==> src/rtl/fetch_pc_ctrl.sv <==
// Instruction-fetch / PC-control stage: fetches 16-bit words over req/rdy, issues them
// over valid/ack, and resolves the next PC for B, BR, PCS and HLT from execute's flags.
module fetch_pc_ctrl #(
    parameter logic [15:0] RESET_PC   = 16'h0000,
    parameter logic [3:0]  HLT_OPCODE = 4'hF
) (
    input  logic        clk,
    input  logic        rst_n,
    output logic [15:0] imem_addr,
    output logic        imem_req,
    input  logic        imem_rdy,
    input  logic [15:0] imem_data,
    output logic [15:0] instr,
    output logic        instr_valid,
    input  logic        instr_ack,
    input  logic [2:0]  flags_in,
    input  logic [15:0] br_reg,
    output logic [15:0] pc_plus2,
    output logic [15:0] pc,
    output logic        hlt
);

    typedef enum logic [1:0] {
        FETCH = 2'd0,
        ISSUE = 2'd1,
        HALT  = 2'd2
    } state_t;

    localparam logic [3:0] OP_B  = 4'hC;
    localparam logic [3:0] OP_BR = 4'hD;

    state_t      state_reg, state_next;
    logic [15:0] pc_reg, pc_next;
    logic [15:0] instr_reg, instr_next;
    // Holds imem_req low for the first cycle out of reset.
    logic        started_reg;

    logic        flag_z, flag_v, flag_n;
    logic        taken;
    logic [15:0] seq_pc;
    logic [15:0] branch_off;
    logic [15:0] br_target;
    logic [15:0] resolved_pc;

    always_ff @(posedge clk or negedge rst_n) begin
        if (!rst_n) begin
            state_reg   <= FETCH;
            pc_reg      <= RESET_PC;
            instr_reg   <= 16'h0000;
            started_reg <= 1'b0;
        end else begin
            state_reg   <= state_next;
            pc_reg      <= pc_next;
            instr_reg   <= instr_next;
            started_reg <= 1'b1;
        end
    end

    assign flag_z     = flags_in[2];
    assign flag_v     = flags_in[1];
    assign flag_n     = flags_in[0];
    assign seq_pc     = pc_reg + 16'd2;
    assign branch_off = {{6{instr_reg[8]}}, instr_reg[8:0], 1'b0};
    assign br_target  = br_reg & 16'hFFFE;

    always_comb begin
        taken = 1'b0;
        unique case (instr_reg[11:9])
            3'b000:  taken = !flag_z;
            3'b001:  taken = flag_z;
            3'b010:  taken = !flag_z && !flag_n;
            3'b011:  taken = flag_n;
            3'b100:  taken = flag_z || !flag_n;
            3'b101:  taken = flag_n || flag_z;
            3'b110:  taken = flag_v;
            default: taken = 1'b1;
        endcase
    end

    always_comb begin
        resolved_pc = seq_pc;
        if (instr_reg[15:12] == OP_B && taken) begin
            resolved_pc = seq_pc + branch_off;
        end else if (instr_reg[15:12] == OP_BR && taken) begin
            resolved_pc = br_target;
        end
    end

    always_comb begin
        state_next = state_reg;
        pc_next    = pc_reg;
        instr_next = instr_reg;
        unique case (state_reg)
            FETCH: begin
                if (started_reg && imem_rdy) begin
                    instr_next = imem_data;
                    state_next = ISSUE;
                end
            end
            ISSUE: begin
                if (instr_ack) begin
                    if (instr_reg[15:12] == HLT_OPCODE) begin
                        state_next = HALT;
                    end else begin
                        pc_next    = resolved_pc;
                        state_next = FETCH;
                    end
                end
            end
            HALT: begin
                state_next = HALT;
            end
            default: begin
                state_next = FETCH;
            end
        endcase
    end

    always_comb begin
        imem_req    = (state_reg == FETCH) && started_reg;
        instr_valid = (state_reg == ISSUE);
        hlt         = (state_reg == HALT);
        imem_addr   = pc_reg;
        pc          = pc_reg;
        pc_plus2    = seq_pc;
        instr       = instr_reg;
    end

endmodule

==> config.mk <==
export PLATFORM = sky130hd
export DESIGN_NAME = fetch_pc_ctrl
export DESIGN_NICKNAME = d
export VERILOG_FILES = /design/src/rtl/fetch_pc_ctrl.sv
export SDC_FILE = /design/constraint.sdc
export NUM_CORES = 1
export LEC_CHECK = 0
export CAP_MARGIN = 20
export CORE_MARGIN = 4
export CORE_UTILIZATION = 41
export CTS_CLUSTER_SIZE = 30
export DETAILED_ROUTE_END_ITERATION = 16
export HOLD_SLACK_MARGIN = 0.1
export PLACE_DENSITY = 0.87
export SLEW_MARGIN = 15
export SYNTH_ARGS = -nofsm -noshare
export SYNTH_HDL_FRONTEND = slang
export SYNTH_SLANG_ARGS = --single-unit
==> constraint.sdc <==
create_clock -name clk -period 2.7 [get_ports clk]
set_clock_uncertainty 0.1 [all_clocks]
set_input_delay 0.54 -clock clk [delete_from_list [all_inputs] [get_ports clk]]
set_output_delay 0.54 -clock clk [all_outputs]
set_load 0.1 [all_outputs]
==> summary.md <==
| Metric | Value |
|---|---|
| Worst-path maximum fanout | `4` |
| Place WS | `-0.243 ns` |
| Final Setup Violations | `9` |
| Pin count of the biggest net entering global routing | `35` |
| Mux cell area share after synthesis | `0.0681` |
| Worst min path class | `reg2reg` |
| Port Buffers | `101` |
| Util after Layout | `0.778` |
| Max Cap Viol | `0` |
| Initial drt markers | `231` |
| PnR worst setup slack | `-0.376 ns` |
| Die Area | `8150 sq um` |
| Worst R2R Start | `imem_addr[3]$_DFFE_PN0P_` |
| Post-synthesis xor/xnor area fraction | `0.0843` |
| Root buffer cell | `clkbuf_8` |
| Skew-Pair Late Insertion Delay | `0.29 ns` |
| Crit path time final | `3.08 ns` |
| Sequential share of the synthesized area | `0.307` |
| Slew @ Worst Pin | `0.826 ns` |
| Synth Instances | `314` |
| Placed Area | `4590 sq um` |
| Fraction of the mapped netlist area in adder cells | `0.0884` |
| Number of global-route vias before repair | `3226` |
| CP startpoint | `imem_addr[3]$_DFFE_PN0P_` |
| Flip-flop and latch count after synthesis | `34` |
| Die H | `90.3 um` |
| Post-DP HPWL | `7.02 mm` |
| Worst Setup Start Kind | `flip-flop` |
| Die Wd | `90.3 um` |
| RePlAce Congestion | `0.918` |
| CP arrival | `3.17 ns` |
| Peak Freq | `0.325 GHz` |
| All-Layer GR Usage | `0.236` |
| Starting Density | `0.430` |
| Post-synth EDFFs | `0` |
| Synthesized area per cell | `8.84 sq um` |
| Initial antenna violation count | `0` |
| Final worst-path cycle share | `1.14` |
| Compound-cell area share of the yosys netlist | `0.200` |
| Distinct cell type count after synthesis | `48` |
| Critical path required time | `2.79 ns` |
| First-pass iteration count of the detailed router | `5` |
| # clock sinks | `34` |
| Fin area | `5030 sq um` |
| DRC | `0` |
| Clock buffer depth | `2` |
| Antenna cells | `0` |
| FF-to-FF path depth | `11` |
| Largest family of logic cells by synthesized area | `compound AO/OA/AOI/OAI gates` |
| Cell area after synthesis | `2780 sq um` |
| CTS buffer count | `5` |
| H-tree levels | `2` |
| CP Capture Type | `flip-flop` |
| R2R Setup Slk | `-0.38 ns` |
| Worst setup path end | `imem_addr[13]$_DFFE_PN0P_` |
| Gr ovfl total | `0` |
| Synth Area in Simple Gates | `0.163` |
| CORE AREA | `6460 sq um` |
| Outcome | `finished, violations left` |
| Worst-path clk slew | `0.08 ns` |
| Total of fill cells in the finished design | `362` |
| Nets | `517` |
| Final slew viol count | `0` |
| Failing checks | `setup timing` |
| Detail Route Antenna Nets | `0` |
| Crit Path Class | `reg2reg` |
| Async SR Flop Fraction | `1.00` |
| Worst r2r dst | `imem_addr[13]$_DFFE_PN0P_` |
| Hold bufs inserted after CTS | `0` |
| First-pass GRT wire length | `15.6 mm` |
| DRT Wirelength | `10.9 mm` |
| Rel. slew slack | `0.449` |
| Vias per inst | `5.93` |
| Final Hold Vio Count | `0` |
| DR WL/cell | `20.3 um` |
| Io pins | `106` |
| Cell row count | `29` |
| Hold WS | `0.471 ns` |
| Dominant synthesized flop cell | `dfrtp_1` |
| Area growth syn-to-layout | `81.2%` |
| CTS tree | `built` |
| DR vias | `3186` |
| Synth warn | `0` |
| Layout cells sized above 1 | `0.520` |
| RSZ-0062 raised after global routing | `yes` |
| Max reg flops | `16` |
how the worst min path moves through the flow:
stage / start / endpoint / slack [ns] / cells past startpoint
2_1_floorplan: rst_n / imem_addr[12]$_DFFE_PN0P_ / 0.14 / 0
3_3_place_gp: instr[0]$_DFFE_PN0P_ / instr[0]$_DFFE_PN0P_ / 0.44 / 1
3_5_place_dp: instr[0]$_DFFE_PN0P_ / instr[0]$_DFFE_PN0P_ / 0.45 / 1
4_1_cts: instr[0]$_DFFE_PN0P_ / instr[0]$_DFFE_PN0P_ / 0.47 / 1
5_1_grt: instr[0]$_DFFE_PN0P_ / instr[0]$_DFFE_PN0P_ / 0.50 / 1
6_report: instr[0]$_DFFE_PN0P_ / instr[0]$_DFFE_PN0P_ / 0.47 / 1
metal layers:
layer / up-vias / global-route usage / wire, um
met5: - / 0 / 0
met4: 0 / 0.108 / 532
met3: 42 / 0.0592 / 820
met2: 203 / 0.401 / 5360
met1: 1534 / 0.281 / 4190
li1: 1407 / - / -
layout make-up:
| cell class | instances | area [sq um] | share of cell area |
|---|---|---|---|
| sequential | 34 | 890 | 0.177 |
| timing repair buffer | 169 | 1580 | 0.315 |
| clock inverter | 1 | 5.00 | 0.000996 |
| multi-input combinational | 238 | 2320 | 0.461 |
| tap | 77 | 96.3 | 0.0192 |
| inverter | 11 | 48.8 | 0.00971 |
| clock buffer | 7 | 86.3 | 0.0172 |
critical path, stage by stage, from the launching register on:
cell      delay, ns
dfrtp_4        0.41
and4_4         0.27
buf_6          0.11
and4_4         0.29
nand3_4        0.10
xnor2_4        0.28
ha_4           0.26
and2_1         0.22
a311oi_2       0.38
xnor2_1        0.21
nor3_1         0.08
o31ai_1        0.26
cell usage in the layout (no fill, tap or decap), types with 5 or more instances in the layout:
master and n:
a21o_1 8, a21oi_1 12, a21oi_2 7, a31oi_1 5, buf_12 16, buf_4 110
buf_6 6, clkbuf_8 6, clkdlybuf4s50_1 37, dfrtp_1 21, dfrtp_4 9, ha_4 13
inv_1 9, mux2_2 15, nand2_1 25, nand3_1 7, nand4_1 5, nor2_1 11
nor3_1 5, o211ai_1 8, o21ai_0 15, xnor2_1 5, xnor2_4 11, xor2_1 5
Yosys cell counts, drive strengths merged, types with 7 or more instances:
library cell  count  area, sq um
o211ai            8         60.1
nand3            13         65.1
mux2             15          169
xor2              7         61.3
clkbuf           12         46.3
xnor2            18          173
o21ai            19         95.1
nor2             13         48.8
dfrtp            34          851
a21o              8         60.1
buf              21          153
ha               18          225
inv              11         41.3
nand2            29          109
a21oi            20          100
stage by stage:
step | instances | setup TNS (ns)
finish | 537 | -1.31
global route | 537 | -2.25
CTS | 526 | -0.422
detailed placement | 514 | -0.758
global placement | 514 | -0.305
floorplan | 316 | -8.19
kinds of logic (layout without fill, tap and decap cells):
group | after synthesis | in the layout
simple gates | 89 | 89
compound gates | 84 | 84
buf+inv | 44 | 188
flops | 34 | 34
xor+xnor | 25 | 25
fa+ha+maj | 19 | 19
mux | 17 | 17
other cells | 2 | 4
what timing repair did:
item	in CTS	in global routing
setup buffers	4	11
gates resized for setup	18	26
cloned	0	0
hold endpoints to repair	0	0
setup endpoints to repair	9	11
pin swaps	13	35
Power is not shown: default switching activity piles up to over one toggle a cycle in this logic, so the estimate is an artifact.
